### config.mk
export PLATFORM = sky130hd
export DESIGN_NAME = hazard_unit
export DESIGN_NICKNAME = d
export VERILOG_FILES = /design/src/rtl/hazard_unit_pkg.sv /design/src/rtl/hazard_unit_fwd_sel.sv /design/src/rtl/hazard_unit.sv
export SDC_FILE = /design/constraint.sdc
export NUM_CORES = 1
export LEC_CHECK = 0
export BUFFER_PORTS_ARGS = -buffer_cell sky130_fd_sc_hd__buf_4
export CAP_MARGIN = 40
export CORE_MARGIN = 5
export CORE_UTILIZATION = 40
export CTS_BUF_LIST = sky130_fd_sc_hd__clkbuf_8 sky130_fd_sc_hd__clkbuf_16
export DETAILED_ROUTE_END_ITERATION = 7
export GPL_ROUTABILITY_DRIVEN = 0
export GPL_TIMING_DRIVEN = 0
export PLACE_DENSITY = 0.66
export SYNTH_ARGS = -nofsm -noshare
export SYNTH_HDL_FRONTEND = slang
export SYNTH_HIERARCHICAL = 1
export SYNTH_SLANG_ARGS = --single-unit
### constraint.sdc
create_clock -name clk -period 2.8 [get_ports clk]
set_input_delay 0.14 -clock clk [delete_from_list [all_inputs] [get_ports clk]]
set_output_delay 0.14 -clock clk [all_outputs]
set_load 0.01 [all_outputs]
### src/rtl/hazard_unit_pkg.sv
// Shared encodings for the hazard unit and the EX operand muxes in the datapath.
package hazard_unit_pkg;

    typedef enum logic [1:0] {
        ST_RUN   = 2'd0,
        ST_STALL = 2'd1,
        ST_FLUSH = 2'd2
    } hz_state_t;

    localparam logic [1:0] FWD_REGFILE = 2'd0;
    localparam logic [1:0] FWD_EXMEM   = 2'd1;
    localparam logic [1:0] FWD_MEMWB   = 2'd2;

    localparam logic [6:0] OPC_JAL  = 7'b1101111;
    localparam logic [6:0] OPC_JALR = 7'b1100111;

endpackage

### src/rtl/hazard_unit_fwd_sel.sv
// Single-operand forwarding comparator: picks EX/MEM, MEM/WB or the regfile.
module hazard_fwd_sel
    import hazard_unit_pkg::*;
#(
    parameter int REG_AW = 5
) (
    input  logic [REG_AW-1:0] rs,
    input  logic [REG_AW-1:0] ex_rd,
    input  logic              ex_reg_we,
    input  logic              ex_is_load,
    input  logic [REG_AW-1:0] mem_rd,
    input  logic              mem_reg_we,
    output logic [1:0]        sel
);

    // A load in EX has no data yet, so only an older MEM writer may supply it.
    always_comb begin
        sel = FWD_REGFILE;
        if (ex_reg_we && !ex_is_load && (ex_rd != '0) && (ex_rd == rs)) begin
            sel = FWD_EXMEM;
        end else if (mem_reg_we && (mem_rd != '0) && (mem_rd == rs)) begin
            sel = FWD_MEMWB;
        end
    end

endmodule

### src/rtl/hazard_unit.sv
// Hazard control for the 5-stage core: load-use/RAW stalls, redirect and
// jump flushes (registered to line up with synchronous IMEM), forwarding selects.
module hazard_unit
    import hazard_unit_pkg::*;
#(
    parameter int REG_AW            = 5,
    parameter int LOAD_STALL_CYCLES = 1,
    parameter int FLUSH_CYCLES      = 1,
    parameter int FWD_EN            = 1
) (
    input  logic              clk,
    input  logic              rst_n,
    input  logic              id_valid,
    input  logic [6:0]        id_opcode,
    input  logic [REG_AW-1:0] id_rs1,
    input  logic [REG_AW-1:0] id_rs2,
    input  logic              id_rs1_used,
    input  logic              id_rs2_used,
    input  logic [REG_AW-1:0] ex_rd,
    input  logic              ex_reg_we,
    input  logic              ex_is_load,
    input  logic              ex_redirect,
    input  logic [REG_AW-1:0] mem_rd,
    input  logic              mem_reg_we,
    output logic              pc_stall,
    output logic              if_id_stall,
    output logic              id_ex_bubble,
    output logic              if_id_flush,
    output logic [1:0]        fwd_a_sel,
    output logic [1:0]        fwd_b_sel,
    output logic              busy
);

    if (LOAD_STALL_CYCLES < 1 || LOAD_STALL_CYCLES > 7) begin : g_bad_lsc
        $error("hazard_unit: LOAD_STALL_CYCLES must be in 1..7");
    end
    if (FLUSH_CYCLES < 1 || FLUSH_CYCLES > 7) begin : g_bad_fc
        $error("hazard_unit: FLUSH_CYCLES must be in 1..7");
    end

    localparam logic [2:0] STALL_LOAD = 3'(LOAD_STALL_CYCLES - 1);
    localparam logic [2:0] FLUSH_LOAD = 3'(FLUSH_CYCLES - 1);

    function automatic logic src_hit(
        input logic [REG_AW-1:0] rd,
        input logic [REG_AW-1:0] rs1,
        input logic              rs1_used,
        input logic [REG_AW-1:0] rs2,
        input logic              rs2_used
    );
        return (rd != '0) && ((rs1_used && (rs1 == rd)) || (rs2_used && (rs2 == rd)));
    endfunction

    logic              load_use;
    logic              raw_nofwd;
    logic              stall_haz;
    logic              jump_id;
    logic              ex_hit;
    logic              mem_hit;

    hz_state_t         state;
    hz_state_t         state_nxt;
    logic [2:0]        cnt;
    logic [2:0]        cnt_nxt;
    logic              stall_c;
    logic              bubble_c;
    logic              flush_q;

    logic [REG_AW-1:0] ex_rs1_p1;
    logic [REG_AW-1:0] ex_rs2_p1;
    logic [1:0]        fwd_a_raw;
    logic [1:0]        fwd_b_raw;

    assign ex_hit    = src_hit(ex_rd, id_rs1, id_rs1_used, id_rs2, id_rs2_used);
    assign mem_hit   = src_hit(mem_rd, id_rs1, id_rs1_used, id_rs2, id_rs2_used);
    assign load_use  = id_valid && ex_is_load && ex_reg_we && ex_hit;
    // Without forwarding every in-flight writer the ID instruction reads must drain.
    assign raw_nofwd = (FWD_EN == 0) && id_valid &&
                       ((ex_reg_we && ex_hit) || (mem_reg_we && mem_hit));
    assign stall_haz = load_use || raw_nofwd;
    assign jump_id   = id_valid && ((id_opcode == OPC_JAL) || (id_opcode == OPC_JALR));

    always_ff @(posedge clk or negedge rst_n) begin
        if (!rst_n) begin
            state   <= ST_RUN;
            cnt     <= '0;
            flush_q <= 1'b0;
        end else begin
            state   <= state_nxt;
            cnt     <= cnt_nxt;
            flush_q <= (state_nxt == ST_FLUSH);
        end
    end

    // A redirect overrides whatever sequence is running and restarts the flush.
    always_comb begin
        state_nxt = state;
        cnt_nxt   = cnt;
        stall_c   = 1'b0;
        bubble_c  = 1'b0;
        if (ex_redirect) begin
            bubble_c  = 1'b1;
            state_nxt = ST_FLUSH;
            cnt_nxt   = FLUSH_LOAD;
        end else begin
            case (state)
                ST_STALL: begin
                    stall_c  = 1'b1;
                    bubble_c = 1'b1;
                    cnt_nxt  = cnt - 3'd1;
                    if (cnt == 3'd1) begin
                        state_nxt = ST_RUN;
                    end
                end
                ST_FLUSH: begin
                    if (cnt == 3'd0) begin
                        state_nxt = ST_RUN;
                    end else begin
                        cnt_nxt = cnt - 3'd1;
                    end
                end
                ST_RUN: begin
                    if (stall_haz) begin
                        stall_c  = 1'b1;
                        bubble_c = 1'b1;
                        if (LOAD_STALL_CYCLES > 1) begin
                            state_nxt = ST_STALL;
                            cnt_nxt   = STALL_LOAD;
                        end
                    end else if (jump_id) begin
                        state_nxt = ST_FLUSH;
                        cnt_nxt   = FLUSH_LOAD;
                    end
                end
                default: begin
                    state_nxt = ST_RUN;
                    cnt_nxt   = '0;
                end
            endcase
        end
    end

    // ID -> EX: source fields of the instruction entering EX
    always_ff @(posedge clk or negedge rst_n) begin
        if (!rst_n) begin
            ex_rs1_p1 <= '0;
            ex_rs2_p1 <= '0;
        end else if (!stall_c) begin
            ex_rs1_p1 <= id_rs1;
            ex_rs2_p1 <= id_rs2;
        end
    end

    hazard_fwd_sel #(.REG_AW(REG_AW)) u_fwd_a (
        .rs         (ex_rs1_p1),
        .ex_rd      (ex_rd),
        .ex_reg_we  (ex_reg_we),
        .ex_is_load (ex_is_load),
        .mem_rd     (mem_rd),
        .mem_reg_we (mem_reg_we),
        .sel        (fwd_a_raw)
    );

    hazard_fwd_sel #(.REG_AW(REG_AW)) u_fwd_b (
        .rs         (ex_rs2_p1),
        .ex_rd      (ex_rd),
        .ex_reg_we  (ex_reg_we),
        .ex_is_load (ex_is_load),
        .mem_rd     (mem_rd),
        .mem_reg_we (mem_reg_we),
        .sel        (fwd_b_raw)
    );

    assign fwd_a_sel    = (FWD_EN != 0) ? fwd_a_raw : FWD_REGFILE;
    assign fwd_b_sel    = (FWD_EN != 0) ? fwd_b_raw : FWD_REGFILE;

    // Combinational controls are forced low while reset is held.
    assign pc_stall     = rst_n && stall_c;
    assign if_id_stall  = rst_n && stall_c;
    assign id_ex_bubble = rst_n && bubble_c;
    assign if_id_flush  = flush_q;
    assign busy         = (state != ST_RUN);

endmodule

Word-level counts from Yosys, hierarchy flattened --
Index checks and enable logic that the tools add are counted.
Operators by class: $add $sub $neg 1, eq/ne operators 15, multiplexer cells 19, reductions and logical operators 25
Operators by type and width (count):
- $eq A5 B5 Y1 | 6
- $mux W2 | 9
- $logic_and A1 B1 Y1 | 16
- $eq A7 B7 Y1 const B | 2
- $mux W3 | 4
- $reduce_bool A5 Y1 | 2
- $ne A3 B3 Y1 const B | 3
- $pmux W3 S3 | 1
- $pmux W2 S3 | 1
- $eq A2 B2 Y1 const B | 2
- $eq A3 B1 Y1 const B | 1
- $logic_not A3 Y1 | 1
- $mux W1 | 3
- $reduce_and A3 Y1 | 1
- $sub A3 B1 Y3 const B | 1
- $eq A2 B1 Y1 const B | 1
- $logic_not A2 Y1 | 1
- $logic_or A1 B1 Y1 | 2
- $pmux W1 S2 | 1
- $reduce_bool A2 Y1 | 1
- $logic_not A1 Y1 | 1
Storage, ports and cells: flip-flop bits (word level) 16, input port bits 36, output and inout port bits 9, logic and storage cells 65

Longest topological paths before layout --
Gate-level depths: netlist of the first run.
depth after elaboration 9, gate-level depth with buffers 8, gate-level depth less buffers 7

By module --
The synthesis of the first run kept the hierarchy.
By module, submodules not included:
- hazard_unit | instances 1, cells an instance 94, area an instance 1029.7 µm², seq. area each 400.4 µm²
- hazard_fwd_sel | instances 2, cells an instance 21, area an instance 161.4 µm², seq. area each 0.0 µm²

Worst setup path after synthesis of the first run --
Ideal clock, no wire load.
path kind flip-flop to output port, start point register state[0], end point output pc_stall, data arrival time 1.583 ns, required time 2.660 ns, slack 1.077 ns, stages on the path, launching flop included 8, path buffers 2, cells stage by stage dfrtp_1 -> inv_1 -> ha_1 -> and3_4 -> o21a_1 -> buf_6 -> and2_1 -> buf_4
Between the ends: word-level cells in the longest chain between the ends 4, elaborated cells between the ends (all ways) 5, classes of those cells 1 x eq/ne; 2 x mux; 2 x reduce/logical
RTL lines:
- start, declared | RTL line hazard_unit.sv:61 | hz_state_t state;
- start signal, assigned | RTL line hazard_unit.sv:89 | state <= state_nxt;
- $eq A2 B1 Y1 or $logic_not A2 Y1 (tied branches) | RTL line hazard_unit.sv:106 | case (state)
- $pmux W1 S2 * | RTL line hazard_unit.sv:106
- $mux W1 * | RTL line hazard_unit.sv:101 | if (ex_redirect) begin
- $logic_and A1 B1 Y1 *
- end, declared | RTL line hazard_unit.sv:25 | output logic pc_stall,
Mark *: on every way between the ends. The rest lies on a longest branch, timed or not.

Worst setup path in the final report of the first run --
start point register state[0], end point output pc_stall
Between the ends: word-level cells in the longest chain between the ends 4, elaborated cells between the ends (all ways) 5, classes of those cells 1 x eq/ne; 2 x mux; 2 x reduce/logical
RTL lines:
- $eq A2 B1 Y1 or $logic_not A2 Y1 (tied branches) | RTL line hazard_unit.sv:106
- $pmux W1 S2 * | RTL line hazard_unit.sv:106
- $mux W1 * | RTL line hazard_unit.sv:101
- $logic_and A1 B1 Y1 * | RTL line hazard_unit.sv:178 | assign pc_stall = rst_n && stall_c;
Marked as above.

==> flow_summary.ini, run 1 <==
[outcome]
outcome = finished clean

[synth]
ys_types = 39
synth_edf_count = 0
synth.net_count = 179
ys_warn_count = 6
synth_top_family_by_area = simple AND/OR/NAND/NOR gates
ys_top_cells_by_area = dfrtp_1 (30%), xnor2_1 (12%), mux2_4 (10%), ha_1 (6.5%), xor2_1 (5.2%)
synth.mux.area_fraction_pct = 10.8
synth_xor_area_share_pct = 16.8
synth-compound-area-share_pct = 13.6
synthFlopType = dfrtp_1
ys_ff_latch = 16
synth_most_common_cell = xnor2_1
syn_area_per_cell_um2 = 9.95
ys_seq_area_share_pct = 29.6
synthAdderAreaFrac_pct = 6.48
synth_top_area_share_pct = 29.6
synthArstFlopShare_pct = 100
syn_inst = 136
yosysTopAreaCell = dfrtp_1
synthSimpleGateAreaFrac_pct = 17.7
netlist_area_um2 = 1350
synthTopCellsByCount = xnor2_1 (18), dfrtp_1 (16), inv_1 (12), mux2_4 (9), xor2_1 (8)

[sta]
clock-skew-final_ns = 0.00426
finalHoldViolCount = 0
fin_crit_ns = 2.18
clock.fmax_mhz = 459
setup_violations = 0
final.setup.tns_ns = 0
drv_slew = 0
tightest_slew_ns = 0.428
finalCritPeriodShare_pct = 77.9
slew_headroom_pct = 71.4
rsz0062_at_grt = false

[clock_network]
cts_tree = yes
cts_buffers = 3
post_cts_buffers = 0
ctsResizeCount = 0
cts_max_level = 1
cts_buffer_depth = 2
clk_latency_ns = 0.25
clkTransAtPathRegs_ns = 0.06
ctsRootBufferMaster = clkbuf_8
clock_sinks = 16

[setup_path]
worstPathCellList = inv_1 -> ha_1 -> and3_4 -> o21a_1 -> buf_6 -> and2_1 -> buf_4 -> buf_4
slowest_stage = dfrtp_1
worst-setup-path-type = register to primary output
end_kind = primary output
cp-endpoint = pc_stall
worstPathMaxFanout = 10
path_buf_inv = 4
timing.critical_path.mode_cell = buf_4
crit_arrival_ns = 2.04
reg2reg_slack_ns = 0.92
cp-startpoint = state[0]$_DFF_PN0_
cp-start-kind = register
r2r.worst_path.cells = 7
crit_family = buffers and inverters
max_stage_delay_ns = 0.42
worstPathRequired_ns = 2.66
r2r_start = state[0]$_DFF_PN0_
rr_endpoint = if_id_flush$_DFF_PN0_
crit_cells = 8

[power]
leakagePower_nw = 0.799
powerDensity_nw_per_um2 = 497
irDropWorstVdd_v = 0.000332

[cells_and_area]
layout-drive-gt1-share_pct = 34.8
n_fill_cell = 309
antenna_cells = 0
syn_to_final_growth_pct = 32.9
fin_nets = 228
final_cell_count_no_fill = 230

[global_routing]
grt_start_max_net_pins = 19
antenna_found_initial = 0
met1_usage_pct = 18.1
use_met2_pct = 31.4
use_met3_pct = 3.12
grt_pass1_vias = 1299
grt_first_pass_wirelength_um = 5710
track_usage_pct = 16.4
busiest_layer = met2
overflow = 0

[routing]
ant_nets = 0
drt-initial-drc-count = 30
routed_via_density = 5.24
drc = 0
drtPass1Iterations = 4
wirelength_um = 3450
dr_total_vias = 1205
wl_per_cell_um = 15.0

[die]
dieArea_um2 = 4640
start_util_pct = 40.9
pin_count = 45
core-area_um2 = 3310
die_h_um = 68.2
rows = 21
die_w_um = 68.2

[min_path]
hp-class = primary input to register

[placed_design]
placed_cells = 225
portBuffers = 43
hpwl_um = 2820

[job]
cap_violations = 0
==> through the flow <==
stage / worst slack (ns) / util [%] / power [mW] / cell area [um^2] / hold WS (ns)
floorplan: 1.08 / - / 0.548 / 1350 / -0.156
global placement: 0.894 / 52.3 / 0.669 / 1730 / 0.0200
detailed placement: 0.878 / 52.3 / 0.688 / 1730 / 0.0210
CTS: 0.604 / 54.3 / 0.905 / 1800 / 0.0842
global route: 0.489 / 54.3 / 0.966 / 1800 / 0.101
finish: 0.619 / 54.3 / 0.893 / 1800 / 0.0994
==> worst min-delay path by stage <==
stage,startpoint,end,slack (ns),depth (start not counted)
after global placement,rst_n,ex_rs1_p1[2]$_DFFE_PN0N_,0.02,1
after floorplan,rst_n,cnt[0]$_DFFE_PN0P_,-0.16,0
after CTS,ex_redirect,cnt[1]$_DFFE_PN0P_,0.08,2
final,ex_redirect,cnt[1]$_DFFE_PN0P_,0.1,2
after global routing,ex_redirect,cnt[1]$_DFFE_PN0P_,0.10,2
after detailed placement,rst_n,ex_rs1_p1[2]$_DFFE_PN0N_,0.02,1
==> timing repair <==
| item | 4_1_cts | 5_1_grt |
|---|---|---|
| endpoints found under the hold margin | 16 | 0 |
| setup endpoints to repair | 0 | 0 |
| hold buffers | 1 | 0 |
==> state kept, by name, summed over array words and instances, names as in the netlist <==
| signal | cells |
|---|---|
| cnt | 3 |
| if_id_flush | 1 |
| ex_rs2_p1 | 5 |
| ex_rs1_p1 | 5 |
| state | 2 |
==> where the power goes <==
group / switching [mW] / internal [mW] / total (mW)
Combinational: 0.200 / 0.184 / 0.385
Clock: 0.0819 / 0.125 / 0.207
Sequential: 0.0339 / 0.268 / 0.302
Total: 0.316 / 0.577 / 0.893
==> area by class of cell <==
class | count | area, um^2 | share of cell area, %
multi-input combinational | 105 | 885 | 49.2
sequential | 16 | 400 | 22.3
timing repair buffer | 44 | 333 | 18.5
tap | 46 | 57.6 | 3.20
clock buffer | 4 | 55.1 | 3.06
inverter | 13 | 48.8 | 2.71
buffer | 2 | 18.8 | 1.04
==> cell families after synthesis <==
family | Yosys count
compound gates | 27
buf+inv | 15
flops | 16
simple gates | 35
fa+ha+maj | 7
xor+xnor | 26
mux | 10
==> cell usage in the layout, fill, tap and decap left out, types with 2 or more instances in the layout <==
| cell type | synthesis | final |
|---|---|---|
| dfrtp_1 | 16 | 16 |
| nand2_1 | 4 | 4 |
| xnor2_1 | 18 | 18 |
| inv_1 | 12 | 12 |
| ha_1 | 7 | 7 |
| clkbuf_8 | 0 | 4 |
| o211ai_1 | 2 | 2 |
| nor3_2 | 2 | 2 |
| nor3_1 | 7 | 7 |
| xor2_1 | 8 | 8 |
| nor4_1 | 4 | 4 |
| nand4_1 | 3 | 3 |
| nor2_1 | 3 | 3 |
| o21ai_0 | 6 | 6 |
| nand3_1 | 5 | 5 |
| nor4b_4 | 2 | 2 |
| mux2_4 | 9 | 9 |
| a21oi_1 | 6 | 6 |
| buf_4 | 1 | 44 |
==> metal layers <==
layer | up-vias | part of all wire (%)
li1 | 587 | -
met1 | 582 | 41
met2 | 32 | 54
met3 | 4 | 4.5
met4 | 0 | 0.75
met5 | - | 0
No activity file was read; power rests on OpenSTA's default activity.
==> run 2: changes to the inputs <==
--- a/config.mk
+++ b/config.mk
@@ -5,6 +5,7 @@
 export SDC_FILE = /design/constraint.sdc
 export NUM_CORES = 1
 export LEC_CHECK = 0
+export ABC_AREA = 1
 export BUFFER_PORTS_ARGS = -buffer_cell sky130_fd_sc_hd__buf_4
 export CAP_MARGIN = 40
 export CORE_MARGIN = 5
@@ -13,7 +14,6 @@
 export DETAILED_ROUTE_END_ITERATION = 7
 export GPL_ROUTABILITY_DRIVEN = 0
 export GPL_TIMING_DRIVEN = 0
-export PLACE_DENSITY = 0.66
 export SYNTH_ARGS = -nofsm -noshare
 export SYNTH_HDL_FRONTEND = slang
 export SYNTH_HIERARCHICAL = 1
==> constraint.sdc (replaced) <==
create_clock -name clk -period 2.21 [get_ports clk]
set_input_delay 0.1105 -clock clk [delete_from_list [all_inputs] [get_ports clk]]
set_output_delay 0.1105 -clock clk [all_outputs]
set_load 0.01 [all_outputs]
==> flow_summary.ini, run 2 <==
[synth]
netlist_area_um2 = 1580
synthTopCellsByCount = nand2_1 (117), inv_1 (55), nor2_1 (28), nand3_1 (22), dfrtp_1 (16)
synthArstFlopShare_pct = 100
ys_warn_count = 6
ys_top_cells_by_area = nand2_1 (28%), dfrtp_1 (25%), inv_1 (13%), nand3_1 (7.0%), nor2_1 (6.7%)
synth_top_area_share_pct = 27.8
synth.net_count = 325
synthFlopType = dfrtp_1
syn_area_per_cell_um2 = 5.60
syn_inst = 282
ys_seq_area_share_pct = 25.3
yosysTopAreaCell = nand2_1
ys_ff_latch = 16
synth_most_common_cell = nand2_1
synth_edf_count = 0
ys_types = 23

[global_routing]
grt_pass1_vias = 1751
overflow = 0
antenna_found_initial = 0
track_usage_pct = 16.7
grt_start_max_net_pins = 19
grt_first_pass_wirelength_um = 7090

[sta]
tightest_slew_ns = 0.578
finalCritPeriodShare_pct = 91.5
rsz0062_at_grt = false
slew_headroom_pct = 60.9
drv_slew = 0
setup_violations = 0
fin_crit_ns = 2.02
clock-skew-final_ns = 0.0105
finalHoldViolCount = 0
clock.fmax_mhz = 495
setup_ws_ns = 0.188
final.setup.tns_ns = 0

[power]
leakagePower_nw = 1.27
irDropWorstVdd_v = 0.000331
fin_total_pwr_mw = 1.07
powerDensity_nw_per_um2 = 528

[setup_path]
slowest_stage = dfrtp_1
worstPathRequired_ns = 2.10
worstPathCellList = inv_1 -> ha_1 -> inv_1 -> o21ai_4 -> nand2_2 -> buf_6 -> nor2_2 -> buf_4 -> buf_4
max_stage_delay_ns = 0.41
crit_arrival_ns = 1.91
worstPathMaxFanout = 10
worst-setup-path-type = register to primary output
r2r.worst_path.cells = 8
cp-start-kind = register
end_kind = primary output

[clock_network]
cts_max_level = 1
clkTransAtPathRegs_ns = 0.07
cts_buffers = 3
clk_latency_ns = 0.25
clock_sinks = 16
ctsResizeCount = 0
cts_tree = yes
post_cts_buffers = 0
cts_buffer_depth = 2
ctsRootBufferMaster = clkbuf_8

[die]
core-area_um2 = 3740
start_util_pct = 42.2
die_h_um = 72.9
rows = 22
pin_count = 45
die_w_um = 72.9
dieArea_um2 = 5310

[min_path]
hp-class = primary input to register
min_delay_path_depth = 3

[cells_and_area]
antenna_cells = 0
fin_nets = 374
syn_to_final_growth_pct = 28.3
n_fill_cell = 415
multiInputGateArea_um2 = 921
layout_commonest_cell = nand2_1
layout-drive-gt1-share_pct = 18.5
seqCellArea_um2 = 400
mostFrequentLayoutCells = nand2_1 (117), inv_1 (55), buf_4 (44)
reg.largest.list = ex_rs1_p1: 5 flops, ex_rs2_p1: 5 flops, cnt: 3 flops

[routing]
dr_total_vias = 1729
wl_per_cell_um = 11.2
drt-initial-drc-count = 67
drtPass1Iterations = 4
wirelength_um = 4240
drc = 0
routed_via_density = 4.57
ant_nets = 0

[placed_design]
portBuffers = 43
hpwl_um = 3430
dp_slack_ns = 0.465

[outcome]
outcome = finished clean

[job]
cap_violations = 0
==> run 2: cell count changes in the layout (fill, tap and decap cells not counted), moves of 3 or more <==
cell / change
nand2_1: +113
inv_1: +43
nor2_1: +25
xnor2_1: -18
nand3_1: +17
mux2_4: -9
xor2_1: -7
nor3_1: -6
nor4_1: -4
inv_2: +3
nand2_2: +3
nor2_2: +3
==> run 2: report_power, final <==
part	switching, mW	internal (mW)
clock network	0.104	0.158
registers	0.0367	0.336
logic	0.250	0.186
total	0.391	0.681
==> run 2: repair_timing <==
item                                    CTS  global route
hold buffers                              1             0
endpoints found under the setup margin    0             0
endpoints found under the hold margin    16             0
==> run 2: worst max-delay path, delay by kind of cell (launching register included) <==
family | cells | cell delay, ns
flip-flops | 1 | 0.41
adder cells (fa/ha/maj) | 1 | 0.28
AND/OR/NAND/NOR | 2 | 0.17
AO/OA/AOI/OAI | 1 | 0.21
buffers and inverters | 5 | 0.60
==> run 2: cell families (layout without fill, tap and decap cells) <==
family                     count (synthesis)  in the layout  synth area share [%]
buffers and inverters                     64            112                  16.4
xor gates and xnor gates                   1              1                 0.554
and+or+nand+nor                          181            181                  47.1
AOI/OAI and AO/OA                         13             13                  5.07
DFF                                       16             16                  25.3
adders and majority gates                  7              7                  5.54
==> run 2: per-layer routing <==
layer  share of wire, %  GRT usage (%)  up-vias
met5                  0              0        -
met4               0.38           4.51        0
met2                 49           31.4       38
met3                6.2           2.75        2
li1                   -              -      935
met1                 44           19.2      754
==> run 2: worst paths after layout <==
check | startpoint | endpoint | slack (ns)
max | state[0]$_DFF_PN0_ | pc_stall | 0.19
min | id_rs1[0] | ex_rs1_p1[0]$_DFFE_PN0N_ | 0.07
max reg2reg | state[0]$_DFF_PN0_ | ex_rs1_p1[3]$_DFFE_PN0N_ | 0.63
min reg2reg | cnt[1]$_DFFE_PN0P_ | cnt[1]$_DFFE_PN0P_ | 0.49
max in group asynchronous | rst_n | ex_rs1_p1[3]$_DFFE_PN0N_ | 1.73
min in group asynchronous | rst_n | cnt[1]$_DFFE_PN0P_ | 0.27
==> run 2: stage by stage <==
stage | util (%) | instance area (um^2) | cells | hold WS (ns)
finish | 54.2 | 2030 | 378 | 0.0668
global route | 54.2 | 2030 | 378 | 0.0725
CTS | 54.2 | 2030 | 378 | 0.0627
detailed placement | 52.4 | 1960 | 373 | -0.00210
global placement | 52.4 | 1960 | 373 | -0.00565
floorplan | - | 1580 | 282 | -0.185
==> run 2: layout make-up <==
class / instances / share of cell area (%)
Multi-Input combinational cell: 202 / 45.4
Sequential cell: 16 / 19.7
Timing Repair Buffer: 44 / 16.4
Inverter: 60 / 11.1
Tap cell: 48 / 2.96
Clock buffer: 4 / 2.71
Buffer: 4 / 1.67
